## src/rtl/cpu_pkg.sv

```systemverilog
// cpu_pkg: definitions shared by the pipeline, the store buffer and data memory.
//   XLEN        - architectural address/data width
//   WORD_OFF_W  - number of byte-offset bits below the word address
//   st_req_t    - layout of a store request {word address, data}
package cpu_pkg;

    localparam int XLEN       = 32;
    localparam int WORD_OFF_W = 2;

    typedef logic [XLEN-1:WORD_OFF_W] word_addr_t;

    typedef struct packed {
        word_addr_t        waddr;
        logic [XLEN-1:0]   data;
    } st_req_t;

endpackage

```

## src/rtl/sb_fwd_match.sv

```systemverilog
// sb_fwd_match: combinational store-to-load forwarding matcher.
// Scans the buffered entries youngest-first and returns the data of the
// youngest valid entry whose word address equals the probe word address.
//   valid    - per-entry valid bits
//   waddr    - per-entry word addresses
//   data     - per-entry data words
//   tail     - next write slot; the youngest entry sits at tail-1
//   ld_waddr - probe word address
//   hit      - some valid entry matches
//   hit_data - youngest matching data, 0 when hit=0
module sb_fwd_match
    import cpu_pkg::*;
#(
    parameter  int DEPTH = 4,
    parameter  int XLEN  = cpu_pkg::XLEN,
    localparam int AW    = XLEN - WORD_OFF_W,
    localparam int PW    = $clog2(DEPTH)
) (
    input  logic [DEPTH-1:0]           valid,
    input  logic [DEPTH-1:0][AW-1:0]   waddr,
    input  logic [DEPTH-1:0][XLEN-1:0] data,
    input  logic [PW-1:0]              tail,
    input  logic [AW-1:0]              ld_waddr,
    output logic                       hit,
    output logic [XLEN-1:0]            hit_data
);

    // Walk from oldest (tail-DEPTH == tail) to youngest (tail-1); a later
    // match overwrites an earlier one, so the youngest match wins.
    always_comb begin
        // NOTE: every output gets a default before the loop so no path leaves
        // it unassigned, which would otherwise infer a latch.
        hit      = 1'b0;
        hit_data = '0;
        for (int k = DEPTH; k >= 1; k--) begin
            if (valid[tail - PW'(k)] && waddr[tail - PW'(k)] == ld_waddr) begin
                hit      = 1'b1;
                hit_data = data[tail - PW'(k)];
            end
        end
    end

endmodule

```

## src/rtl/store_buffer.sv

```systemverilog
// store_buffer: in-order circular store buffer between the pipeline and data
// memory, with store-to-load forwarding.
//   clk, rst                  - clock, synchronous active-high reset
//   st_valid/st_ready         - store handshake from the pipeline
//   st_addr/st_data           - store byte address (bits [1:0] ignored), data
//   mem_write/mem_ready       - head-entry handshake to data memory
//   mem_addr/mem_data         - head word address (bits [1:0]=0) and data
//   ld_addr                   - load probe byte address
//   ld_hit/ld_data            - forwarding result (youngest match, else 0)
//   count/empty               - occupancy
module store_buffer
    import cpu_pkg::*;
#(
    parameter  int DEPTH = 4,
    parameter  int XLEN  = cpu_pkg::XLEN,
    localparam int CW    = $clog2(DEPTH) + 1
) (
    input  logic            clk,
    input  logic            rst,
    input  logic            st_valid,
    output logic            st_ready,
    input  logic [XLEN-1:0] st_addr,
    input  logic [XLEN-1:0] st_data,
    output logic            mem_write,
    input  logic            mem_ready,
    output logic [XLEN-1:0] mem_addr,
    output logic [XLEN-1:0] mem_data,
    input  logic [XLEN-1:0] ld_addr,
    output logic            ld_hit,
    output logic [XLEN-1:0] ld_data,
    output logic [CW-1:0]   count,
    output logic            empty
);

    localparam int PW = $clog2(DEPTH);
    localparam int AW = XLEN - WORD_OFF_W;

    logic [PW-1:0]              head;
    logic [PW-1:0]              tail;
    logic [DEPTH-1:0]           valid;
    logic [DEPTH-1:0][AW-1:0]   addr_mem;
    logic [DEPTH-1:0][XLEN-1:0] data_mem;

    logic enq;
    logic ret;

    // Byte offsets are meaningless for word stores and word-granular matching.
    logic unused_offsets;
    assign unused_offsets = ^{st_addr[WORD_OFF_W-1:0], ld_addr[WORD_OFF_W-1:0]};

    // Handshake status comes from registered count only, so there is no
    // combinational path from st_* or mem_ready into st_ready or mem_*.
    assign empty     = (count == '0);
    assign st_ready  = (count != CW'(DEPTH));
    assign mem_write = !empty;
    assign enq       = st_valid && st_ready;
    assign ret       = mem_write && mem_ready;

    // Head payload is masked while empty so stale slots never reach memory
    // and the outputs read 0 straight out of reset.
    assign mem_addr = empty ? '0 : {addr_mem[head], {WORD_OFF_W{1'b0}}};
    assign mem_data = empty ? '0 : data_mem[head];

    always_ff @(posedge clk) begin
        if (rst) begin
            head  <= '0;
            tail  <= '0;
            count <= '0;
            valid <= '0;
        end else begin
            // NOTE: non-blocking assignments keep every register update based
            // on pre-edge values, so enqueue and retire compose correctly.
            if (enq) begin
                valid[tail] <= 1'b1;
                tail        <= tail + PW'(1);
            end
            // A retire never targets the enqueue slot: enqueue needs not-full,
            // retire needs not-empty, so head != tail when both happen.
            if (ret) begin
                valid[head] <= 1'b0;
                head        <= head + PW'(1);
            end
            count <= count + CW'(enq) - CW'(ret);
        end
    end

    // NOTE: the payload array has no reset; valid bits and count gate every
    // use of it, and leaving it unreset lets it map onto plain storage.
    always_ff @(posedge clk) begin
        if (enq) begin
            addr_mem[tail] <= st_addr[XLEN-1:WORD_OFF_W];
            data_mem[tail] <= st_data;
        end
    end

    sb_fwd_match #(
        .DEPTH (DEPTH),
        .XLEN  (XLEN)
    ) u_fwd (
        .valid    (valid),
        .waddr    (addr_mem),
        .data     (data_mem),
        .tail     (tail),
        .ld_waddr (ld_addr[XLEN-1:WORD_OFF_W]),
        .hit      (ld_hit),
        .hit_data (ld_data)
    );

endmodule

```

## config.mk

```make
export PLATFORM = sky130hd
export DESIGN_NAME = store_buffer
export DESIGN_NICKNAME = d
export VERILOG_FILES = /design/src/rtl/cpu_pkg.sv /design/src/rtl/sb_fwd_match.sv /design/src/rtl/store_buffer.sv
export SDC_FILE = /design/constraint.sdc
export NUM_CORES = 1
export LEC_CHECK = 0
export ABC_CLOCK_PERIOD_IN_PS = 6090
export CAP_MARGIN = 20
export CORE_MARGIN = 1.5
export CORE_UTILIZATION = 40
export CTS_CLUSTER_DIAMETER = 200
export DETAILED_ROUTE_END_ITERATION = 8
export PLACE_DENSITY = 0.64
export SETUP_SLACK_MARGIN = 0.05
export SLEW_MARGIN = 20
export SYNTH_ARGS = -nofsm -noshare
export SYNTH_HDL_FRONTEND = slang
export SYNTH_SLANG_ARGS = --single-unit
```

## constraint.sdc

```tcl
create_clock -name clk -period 6.09 [get_ports clk]
set_clock_uncertainty 0.05 [all_clocks]
set_input_delay 1.218 -clock clk [delete_from_list [all_inputs] [get_ports clk]]
set_output_delay 1.218 -clock clk [all_outputs]
set_load 0.02 [all_outputs]
```

== Word-level counts from Yosys, hierarchy flattened ==
Index checks and enable logic that the tools add are counted.
Word-level totals
  word-level logic and storage cells: 95
  output and inout port bits: 103
  register bits: 259
  input port bits: 100
Cells by class
  bitwise logic cells: 3
  add/subtract/negate cells: 7
  equality and inequality tests: 5
  reduce and logical (&&, ||, !) cells: 10
  order comparisons: 7
  multiplexer cells: 51
Operators by type and width (count)
  32-bit 2-to-1 mux: 12
  32-bit binary-select mux with 2-bit select: 5
  30-bit binary-select mux with 2-bit select: 5
  30-bit 2-to-1 mux: 6
  128-bit bitwise mux: 1
  120-bit bitwise mux: 1
  30-bit equality test: 4
  32-bit demux with 2-bit select: 1
  30-bit demux with 2-bit select: 1
  2-bit by 3-bit less-than comparator with 1-bit output, second input constant: 5
  4-bit 2-to-1 mux: 3
  1-bit 2-to-1 mux: 10
  1-bit binary-select mux with 2-bit select: 4
  1-bit logical AND: 8
  2-bit by 1-bit adder with 2-bit output, second input constant: 2
  4-bit bitwise AND: 1
  1-bit demux with 2-bit select: 2
  2-bit by 1-bit >= comparator with 1-bit output, second input constant: 2
  4-bit NOT: 1
  4-bit OR: 1
  2-bit subtractor, second input constant: 2
  3-bit by 1-bit adder with 3-bit output: 1
  3-bit zero test: 1
  3-bit inequality test, second input constant: 1
  other kinds (3): 3

== Depth between registers and ports, before layout ==
Gate-level depths: netlist of run 1.
  depth after elaboration: 9
  gate-level depth with buffers: 21
  mapped depth without buffers: 12

== Modules after synthesis ==
From an unflattened synthesis of run 1, not the netlist that was laid out.
Unflattened totals
  cells, all modules: 1406
  area, all modules: 18322.6 um^2
By module, submodules not included
  store_buffer: area each 9993.3 um^2, instances 1, cells an instance 459, sequential area each 7667.4 um^2
  sb_fwd_match: area each 8329.2 um^2, instances 1, cells an instance 947, sequential area each 0.0 um^2

== Worst setup path after synthesis of run 1 ==
No wires, ideal clock.
  path type: flip-flop to output port
  start: reg tail[0]
  end: out ld_data[0]
  stages on the path, launching flop included: 20
  path buffers: 11
  arrival: 4.656 ns
  data required time: 4.822 ns
  slack: 0.166 ns
  cell sequence: dfxtp_1 -> buf_6 -> buf_6 -> buf_6 -> buf_4 -> buf_2 -> inv_1 -> ha_1 -> buf_2 -> buf_2 -> inv_2 -> buf_1 -> clkbuf_1 -> a211oi_1 -> a221oi_1 -> nand4_1 -> or4_1 -> clkbuf_1 -> clkbuf_1 -> o22ai_1
On the way
  longest elaborated chain between the ends: 8
  elaborated cells on any way between the ends: 39
Ends and longest elaborated chain
  from (decl): RTL line store_buffer.sv:39  | logic [PW-1:0] tail;
  from (signal assigned): RTL line store_buffer.sv:75  | tail <= tail + PW'(1);
  2-bit subtractor or 30-bit binary-select mux with 2-bit select (tied branches): RTL line sb_fwd_match.sv:36, sb_fwd_match.sv:38
  30-bit binary-select mux with 2-bit select or 30-bit 2-to-1 mux (tied branches): RTL line sb_fwd_match.sv:36  | if (valid[tail - PW'(k)] && waddr[tail - PW'(k)] == ld_waddr) begin
  30-bit 2-to-1 mux (not written as such) or 30-bit equality test (tied branches): RTL line sb_fwd_match.sv:36
  30-bit equality test or 1-bit logical AND (tied branches): RTL line sb_fwd_match.sv:36
  1-bit logical AND or 32-bit 2-to-1 mux (tied branches): RTL line sb_fwd_match.sv:36
  32-bit 2-to-1 mux (2 in a row): RTL line sb_fwd_match.sv:36
  32-bit 2-to-1 mux (*): RTL line sb_fwd_match.sv:36
  to (decl): RTL line store_buffer.sv:30  | output logic [XLEN-1:0] ld_data,
Mark *: on every way between the ends. The rest lies on a longest branch, timed or not. The select of a mux whose other input is x is not followed.

== Worst setup path in the final report of run 1 ==
  start: in ld_addr[10]
  end: out ld_data[9]
On the way
  longest elaborated chain between the ends: 6
  elaborated cells on any way between the ends: 12
Ends and longest elaborated chain
  from (decl): RTL line store_buffer.sv:28  | input logic [XLEN-1:0] ld_addr,
  30-bit equality test: RTL line sb_fwd_match.sv:36
  1-bit logical AND: RTL line sb_fwd_match.sv:36
  32-bit 2-to-1 mux (3 in a row): RTL line sb_fwd_match.sv:36
  32-bit 2-to-1 mux (*): RTL line sb_fwd_match.sv:36
Mark *: on every way between the ends. The rest lies on a longest branch, timed or not.

==> results of run 1 <==
what timing repair did:
action	in CTS	in global routing
resized for setup	58	29
gates cloned	2	0
pin swaps	2	1
setup endpoints to repair	33	33
buffers inserted	6	0
critical path, delay by kind of cell:
family                    cells  cell delay [ns]
and+or+nand+nor               3             1.41
buffers and inverters         3             1.22
AOI/OAI and AO/OA             3             0.72
xor gates and xnor gates      1             0.15
layout by cell type, fill, tap and decap left out, types with 7 or more instances in the layout:
cell type	n
buf_4	83
o211ai_1	7
mux2_2	38
o21ai_0	83
ha_1	9
clkbuf_2	9
nor2_1	66
a21oi_1	52
clkbuf_1	8
mux4_2	169
dfxtp_1	7
buf_12	12
nand2_1	72
nor4_1	36
xnor2_1	65
nor3_1	11
clkbuf_16	31
mux2i_1	134
and4_1	32
a211oi_1	7
a221oi_2	29
edfxtp_1	248
inv_1	19
and2_1	66
a221oi_1	8
clkdlybuf4s50_1	163
nand4_1	12
o22ai_1	37
xor2_1	32
dlygate4sd2_1	13
through the flow:
| stage | hold WS [ns] | utilization, % | power [uW] |
|---|---|---|---|
| after global routing | 0.5556 | 49.48 | 9032 |
| after global placement | 0.4970 | 46.80 | 6511 |
| final | 0.5152 | 49.49 | 8621 |
| after detailed placement | 0.4986 | 46.80 | 6555 |
| after floorplan | 0.4400 | - | 5096 |
| after CTS | 0.5068 | 49.44 | 8644 |
final cells by class:
type	instances	share of cell area, %
diodes	4	0.04363
clock buffers	42	3.692
clock inverters	16	1.080
inverters	20	0.3272
multi-input cells	1049	45.46
flip-flops and latches	259	33.49
well taps	607	3.311
repair buffers	296	12.60
how the worst max path moves through the flow:
stage / start / to / cells after the start
final: ld_addr[10] / ld_data[9] / 10
after floorplan: tail[0] / ld_data[0] / 19
after detailed placement: ld_addr[10] / ld_data[0] / 10
after global routing: tail[1] / ld_data[7] / 14
after global placement: ld_addr[10] / ld_data[0] / 10
after CTS: tail[1] / ld_data[9] / 15
logic make-up (layout without fill, tap and decap cells):
group                      Yosys count  after routing  share of synthesized area (%)
AOI/OAI and AO/OA                  266            266                          10.05
xor gates and xnor gates            98             98                          4.581
adders and majority gates           11             11                         0.7747
buffers and inverters              173            374                          4.114
DFF                                259            259                          40.92
muxes                              346            346                          30.10
other                                1              6                        0.02002
and+or+nand+nor                    326            326                          9.436
sequential cells by signal, indices dropped and copies added, names as in the netlist:
signal / cells
valid: 4
count: 3
tail: 2
head: 2
data_mem: 128
addr_mem: 120
power groups by stage:
stage,sequential [uW],clock (uW),combinational [uW]
after floorplan,2320,0,2770
after global placement,2430,0,4080
after detailed placement,2450,0,4100
after CTS,2420,2030,4200
after global routing,2450,2090,4490
final,2420,1990,4210
routing by layer:
metal  GRT usage (%)  vias up  wire length [um]
met5               0        -                35
met4           7.877        6              1715
met3           4.324      115              4640
met2           40.04      679             28780
met1           35.96     7394             26290
li1                -     6291                 -
==> metrics.yaml, run 1 <==
critical_path:
  cp.arrival_ns: 4.74
  endpoint_kind: "output port"
  worst_path_max_delay_cell: "clkdlybuf4s50_1"
  regToRegSetupSlack_ns: 3.01
  rr_endpoint: "addr_mem[58]"
  worstSetupPathType: "in -> out"
  cpPeakStageDelay_ns: 0.54
  cp.required_ns: 4.82
  rr_worst_depth: 5
  start_kind: "input pin"
  r2r_start: "tail[0]"
  crit_chain: "clkdlybuf4s50_1, xnor2_1, or3_4, a211o_1, or4_1, or4_4, bufbuf_16, a221oi_2, o22ai_1, dlygate4sd2_1"
  critPathMaxFanout: 17
timing:
  period_needed_ns: 6.012
  max_freq_ghz: 0.1663
  tightest_slew_ns: 1.027
  period_share_pct: 98.72
  slew_headroom_pct: 31.52
  setup_viol_count_final: 0
  hold_viol: 0
  setup_slack_ns: 0.07811
  setup-tns-final_ns: 0
  slew_violations: 0
  rsz0062_at_grt: "yes"
logic_synthesis:
  yosysUniqueCellTypes: 60
  synth_top_cell_by_area: "edfxtp_1"
  synth_commonest_cells: "248 x edfxtp_1, 169 x mux4_2, 137 x mux2i_1, 84 x clkbuf_1, 83 x o21ai_0"
  synth_top_area_share_pct: 39.75
  ys_warn_count: 0
  yosysMostFrequentCell: "edfxtp_1"
  synthCells: 1480
  yosysSeqAreaShare_pct: 40.92
  synth_edf_count: 248
  netlist_area_um2: 18740
  ys_async_sr_fraction_pct: 0
  synth_seq_cells: 259
  synth_area_leaders: "edfxtp_1 40%, mux4_2 20%, mux2i_1 7.3%"
  synth.avg_cell_area_um2: 12.66
  synth_ff_type: "edfxtp_1"
clock_tree:
  cts_buffers: 31
  cts.htree.levels: 1
  worstSkewPairLatency_ns: 0.60
  clock-sinks: 259
  ctsLongestPathBuffers: 3
  cts_tree: "yes"
  hold_buffers: 0
  clkSlewWorstSetupHoldPaths_ns: 0.06
  cts_root_buf: "clkbuf_16"
placement:
  portBuffers: 196
  place_hpwl_mm: 40.16
  place_inst: 2223
  place_area_um2: 21700
  place_ws_ns: -0.3282
  gp_congestion: 0.9764
cells_and_area:
  nFillCells: 4019
  multi_input_area_um2: 10430
  design_area_um2: 22940
  layout.cells.non_filler: 2293
  final_layout_size_suffix_gt1_share_pct: 25.45
  synthToLayoutAreaGrowth_pct: 22.45
  nNetsFinal: 1768
  seqCellArea_um2: 7682
power:
  power_leakage_uw: 0.007491
  cellPowerDensity_nw_per_um2: 375.8
  pwr-share-clk_pct: 23.1
  swShare_pct: 37.08
  power.net_switching_uw: 3197
  seqPwrFrac_pct: 28.0
  p_int_uw: 5424
  irDropWorstVdd_uv: 303.7
  p_comb_share_pct: 48.8
route:
  ant_nets: 0
  drc: 0
  drt_wl_total_mm: 61.46
  routedWlPerCell_um: 26.80
  vias_per_cell: 6.317
  num_vias: 14490
  dr.pass1.iters: 6
  drt_iter0_markers: 1273
floorplanning:
  initial_utilization_pct: 40.41
  ios: 203
  coreArea_um2: 46360
  dieArea_um2: 48150
  chipHeight_um: 219.4
  core.rowCount: 79
  die_x_um: 219.4
grt:
  grt_pass1_wl_mm: 91.83
  antenna_found_initial: 8
  grt_max_degree: 132
  grt_pass1_vias: 14400
  grt_overflow: 0
  grt_usage_pct: 25.47
status:
  outcome: "finished, final reports clean"
worst_hold_path:
  hold_path_startpoint: "valid[2]"
  min_path_type: "reg -> reg"
  hold_end: "valid[2]"
  min_path_cells: 2
job:
  max_cap_violations: 0
No activity file was read; power rests on OpenSTA's default activity.
==> run 2, diff against run 1 <==
- CORE_UTILIZATION: 40 -> 53
- PLACE_DENSITY: 0.64 -> 0.81
==> run 2 against run 1 <==
First-iteration DRC count is 30% higher. Fmax is 0.12% lower. Sequential share of layout area grew 0.45 points.
==> metrics.yaml, run 2 (synthesis results as in run 1) <==
floorplanning:
  core.rowCount: 68
  dieArea_um2: 36490
  ios: 203
  initial_utilization_pct: 54.10
  chipHeight_um: 191.0
  die_x_um: 191.0
  coreArea_um2: 34630
critical_path:
  worstSetupPathType: "reg -> out"
  r2r_start: "count[1]"
  crit_chain: "inv_1, ha_4, buf_8, buf_4, mux4_2, xnor2_1, a211o_1, or4_1, or4_4, buf_12, a221oi_2, o22ai_2, clkdlybuf4s15_2"
  rr_worst_depth: 10
  cpPeakStageDelay_ns: 0.61
  crit_buf_inv: 5
  rr_endpoint: "count[2]"
  worst_path_max_delay_cell: "or4_4"
  cp.arrival_ns: 4.75
  path_depth: 13
  regToRegSetupSlack_ns: 3.07
  start_kind: "flop"
  startpoint: "tail[0]"
  crit_family: "simple AND/OR/NAND/NOR gates"
  crit_end: "ld_data[20]"
  critPathMaxFanout: 17
  cp.required_ns: 4.82
  endpoint_kind: "output port"
job:
  max_cap_violations: 0
route:
  ant_nets: 0
  routedWlPerCell_um: 27.25
  dr.pass1.iters: 6
  drc: 0
  drt_iter0_markers: 1650
  drt_wl_total_mm: 58.50
  vias_per_cell: 6.810
  num_vias: 14620
timing:
  period_share_pct: 98.84
  slew_headroom_pct: 23.79
  setup-tns-final_ns: 0
  max_freq_ghz: 0.1661
  period_needed_ns: 6.019
  rsz0062_at_grt: "yes"
  slew_violations: 0
  tightest_slew_ns: 1.143
  hold_viol: 0
  setup_viol_count_final: 0
cells_and_area:
  final_core_util_pct: 65.37
  design_area_um2: 22640
  nNetsFinal: 1778
  layout_common_cells: "248 x edfxtp_1, 169 x mux4_2, 163 x clkdlybuf4s50_1"
  synthToLayoutAreaGrowth_pct: 20.82
  largest_register: "data_mem"
  final_layout_size_suffix_gt1_share_pct: 26.52
  largest_register_ffs: 128
  top_regs: "data_mem x128, addr_mem x120, valid x4"
  nFillCells: 2564
  mostFrequentLayoutCell: "edfxtp_1"
power:
  cellPowerDensity_nw_per_um2: 366.4
  swShare_pct: 37.77
  power.net_switching_uw: 3132
  p_int_uw: 5161
  seqPwrFrac_pct: 29.3
  irDropWorstVdd_uv: 369.7
  pwr-share-clk_pct: 20.0
  total_power_uw: 8293
  p_comb_share_pct: 50.8
  power_leakage_uw: 0.007417
grt:
  grt_usage_pct: 31.89
  grt_pass1_vias: 14430
  grt_max_degree: 67
  grt_overflow: 0
  grt_pass1_wl_mm: 87.46
  antenna_found_initial: 5
placement:
  place_hpwl_mm: 37.87
  place_area_um2: 21520
  portBuffers: 196
  gp_congestion: 0.9873
status:
  outcome: "finished, final reports clean"
worst_hold_path:
  min_path_type: "reg -> reg"
  min_path_cells: 2
clock_tree:
  cts_root_buf: "clkbuf_16"
  cts_tree: "yes"
  clkSlewWorstSetupHoldPaths_ns: 0.06
  worstSkewPairLatency_ns: 0.58
  ctsLongestPathBuffers: 3
  cts.htree.levels: 1
  hold_buffers: 0
  clock-sinks: 259
  cts_buffers: 29
==> run 2: cell types whose count changed in the layout (fill, tap and decap cells not counted), sizes merged, moves of 2 or more <==
| cell | previous run | this run |
|---|---|---|
| bufinv | 6 | 0 |
| buf | 102 | 124 |
| clkbuf | 51 | 56 |
| clkinvlp | 2 | 0 |
| clkdlybuf4s15 | 6 | 8 |
| dlygate4sd2 | 13 | 1 |
==> run 2: per-stage QoR <==
stage	hold WS [ns]	std cells	setup slack (ns)
after floorplan	0.4400	1481	0.1660
after detailed placement	0.5027	2078	-0.3156
after CTS	0.5110	2140	0.02521
after global routing	0.5560	2146	0.008773
final	0.5308	2147	0.07089
after global placement	0.4941	2078	-0.3181
==> run 2: what timing repair did <==
| action | 4_1_cts | 5_1_grt |
|---|---|---|
| setup buffers | 7 | 2 |
| gates cloned | 2 | 0 |
| pin swaps | 3 | 2 |
| resized for setup | 89 | 39 |
| endpoints found under the setup margin | 33 | 32 |
==> run 2: cell type report <==
class	instances	area, um2	area share (%)
clock inverters	8	55.05	0.2432
multi-input cells	1049	10430	46.08
inverters	20	75.07	0.3317
clock buffers	45	837.1	3.698
repair buffers	308	2978	13.16
diodes	3	7.507	0.03317
well taps	455	569.3	2.515
flip-flops and latches	259	7682	33.94
==> run 2: power groups by stage <==
stage	sequential [uW]	clock, uW	combinational [uW]
after CTS	2430	1670	4150
final	2430	1660	4210
after floorplan	2320	0	2770
after global placement	2440	0	3970
after global routing	2460	1740	4450
after detailed placement	2460	0	4030
==> run 2: worst min-delay path by stage <==
stage | from | end | slack, ns
floorplan | valid[1] | valid[1] | 0.44
global placement | valid[1] | valid[1] | 0.49
detailed placement | valid[0] | valid[0] | 0.50
CTS | valid[0] | valid[0] | 0.51
global route | valid[0] | valid[0] | 0.56
finish | valid[2] | valid[2] | 0.53
==> run 2: per-layer routing <==
metal  part of all wire (%)  up-vias  track usage [%]
met2                     48      893            51.35
met4                    3.2        4            10.12
met3                    9.7      133            5.893
li1                       -     6317                -
met5                  0.044        -                0
met1                     40     7275            43.88
==> run 2: tightest hold or removal path: cells and delay by family, from the launching register on <==
| family | cells | cell delay, ns |
|---|---|---|
| DFF | 1 | 0.36 |
| and+or+nand+nor | 1 | 0.12 |
| AOI/OAI and AO/OA | 1 | 0.06 |
==> run 3, diff against run 2 <==
- CORE_UTILIZATION: 53 -> 52
- PLACE_DENSITY: 0.81 -> 0.79
- SYNTH_HIERARCHICAL: not set -> 1
==> run 3 against run 2 <==
Clock power rose by 10%. Cell area fell by 1.6%. Combinational power down 12%. Register-to-register slack worse by 0.62 ns. Worst setup slack improved by 0.062 ns. Sequential share of layout area rose by 0.56 points. First-iteration DRC count decreased by 25%. Die area shrank 0.32%. Largest cell class unchanged. Highest routed layer unchanged.
==> metrics.yaml, run 3 <==
route:
  ant_nets: 0
  route.met2.wl_mm: 25.36
  num_vias: 13650
  drt_iter0_markers: 1237
  vias_per_cell: 6.536
  highest_layer: "met5"
  drt_wl_total_mm: 54.42
  routedWlPerCell_um: 26.06
  drt-met1-wl_mm: 22.48
  met3_wirelength_mm: 5.012
  dr.pass1.iters: 5
  drc: 0
power:
  cellPowerDensity_nw_per_um2: 357.4
  irDropWorstVdd_uv: 619.4
  power_leakage_uw: 0.008136
critical_path:
  cp.arrival_ns: 4.69
  worstSetupPathType: "in -> out"
  critPathMaxFanout: 22
  endpoint_kind: "output port"
  cp.required_ns: 4.82
  start_kind: "input pin"
cells_and_area:
  final_layout_size_suffix_gt1_share_pct: 25.28
  final_core_util_pct: 64.30
  largest_register_ffs: 128
  layout.cells.non_filler: 2088
  mostFrequentLayoutCell: "edfxtp_1"
  design_area_um2: 22270
  top_regs: "data_mem x128, addr_mem x120, valid x4"
  largest_register: "data_mem"
  layout_common_cells: "248 x edfxtp_1, 203 x mux2i_1, 165 x clkdlybuf4s50_1"
  nNetsFinal: 1717
  synthToLayoutAreaGrowth_pct: 21.52
timing:
  tightest_slew_ns: 1.135
  slew_headroom_pct: 24.31
  setup_slack_ns: 0.1334
  slew_violations: 0
  period_needed_ns: 5.957
  setup-tns-final_ns: 0
  setup_viol_count_final: 0
  max_freq_ghz: 0.1679
  hold_viol: 0
  period_share_pct: 97.81
  rsz0062_at_grt: "yes"
clock_tree:
  worstSkewPairLatency_ns: 0.58
  clock-sinks: 259
  ctsLongestPathBuffers: 3
  cts.htree.levels: 1
  cts_buffers: 29
  cts_tree: "yes"
  clkSlewWorstSetupHoldPaths_ns: 0.06
  cts_root_buf: "clkbuf_16"
job:
  max_cap_violations: 0
logic_synthesis:
  synth_seq_cells: 259
  synth.avg_cell_area_um2: 13.03
  synth_top_area_share_pct: 40.64
  netlist_area_um2: 18320
  ys_async_sr_fraction_pct: 0
  synth_top_cell_by_area: "edfxtp_1"
  yosysUniqueCellTypes: 72
  synthCells: 1406
  synth_edf_count: 248
  synth_area_leaders: "edfxtp_1 41%, mux2i_1 11%, mux4_2 11%"
  synth_ff_type: "edfxtp_1"
  synth_commonest_cells: "248 x edfxtp_1, 203 x mux2i_1, 136 x mux2_2, 90 x mux4_2, 84 x xnor2_1"
  ys_warn_count: 6
  yosysMostFrequentCell: "edfxtp_1"
  yosysSeqAreaShare_pct: 41.85
floorplanning:
  initial_utilization_pct: 52.91
  dieArea_um2: 36370
  ios: 203
  die_x_um: 190.7
  chipHeight_um: 190.7
  coreArea_um2: 34630
  core.rowCount: 68
placement:
  portBuffers: 196
  place_ws_ns: -0.02360
  place_area_um2: 20980
  place_inst: 2018
  gp_congestion: 1.000
  place_hpwl_mm: 36.28
worst_hold_path:
  min_path_type: "reg -> reg"
grt:
  grt_usage_pct: 29.44
  grt_pass1_wl_mm: 81.18
  antenna_found_initial: 5
  grt_overflow: 0
  grt_pass1_vias: 13670
  grt_max_degree: 67
status:
  outcome: "finished, final reports clean"
run 3: changes by cell type after synthesis, sizes merged, moves of 33 or more:
cell	change
a221o	+64
a221oi	-34
mux2	+99
mux2i	+72
mux4	-79
nand2	-33
nor2	-37
o21ai	-70
run 3: path summary, 6_finish.rpt:
check	startpoint	slack, ns	endpoint	cells past startpoint
worst max-delay path	ld_addr[17]	0.13	ld_data[12]	13
worst min-delay path	valid[3]	0.51	valid[3]	1
worst max register to register	tail[0]	2.45	addr_mem[94]	6
worst min register to register	valid[3]	0.51	valid[3]	1
run 3: repair_timing:
item / CTS / global route
setup buffers: 3 / 9
resized for setup: 2 / 38
hold buffers: 0 / 0
pin swaps: 0 / 1
setup endpoints to repair: 30 / 30
cloned: 0 / 1
run 3: cell type report:
type | count | area (um2)
Fill cell | 2555 | 12360
Multi-Input combinational cell | 998 | 9877
Sequential cell | 259 | 7682
Timing Repair Buffer | 302 | 3068
Clock buffer | 35 | 758.2
Tap cell | 455 | 569.3
Clock inverter | 19 | 240.2
Inverter | 17 | 63.81
Antenna cell | 3 | 7.507
run 3: cell families after synthesis:
family / after synthesis / synth area share (%)
AOI/OAI and AO/OA: 220 / 9.608
xor gates and xnor gates: 112 / 5.354
muxes: 438 / 31.30
other: 1 / 0.02047
and+or+nand+nor: 216 / 6.590
adders and majority gates: 10 / 0.7239
DFF: 259 / 41.85
buffers and inverters: 150 / 4.562
run 3: through the flow:
stage / hold slack (ns) / total power, uW
2_1_floorplan: 0.4281 / 4780
3_3_place_gp: 0.4662 / 5990
3_5_place_dp: 0.4979 / 6052
4_1_cts: 0.5112 / 7943
5_1_grt: 0.5408 / 8290
6_report: 0.5080 / 7959
run 3: routing by layer:
metal / GRT usage (%) / vias to the layer above
met5: 0 / -
met2: 46.71 / 647
met1: 40.23 / 6889
met4: 9.540 / 4
li1: - / 5997
met3: 6.441 / 110
run 3: where the power goes:
group          switching (uW)  internal (uW)  total, uW  leakage, uW
combinational            1900           1820       3720      0.00527
clock                     729           1100       1830     0.000498
sequential                239           2170       2410      0.00236
total                    2860           5090       7960      0.00814
run 3: worst max-delay path, cell delays in order:
cell and delay (ns):
clkdlybuf4s50_1 0.53, buf_4 0.22, a22oi_1 0.26, o21ai_0 0.17, or3_1 0.37, a22oi_1 0.18
and4_1 0.28, nor2b_4 0.19, buf_4 0.13, buf_12 0.16, a221o_1 0.18, a22o_1 0.17
clkdlybuf4s50_1 0.61
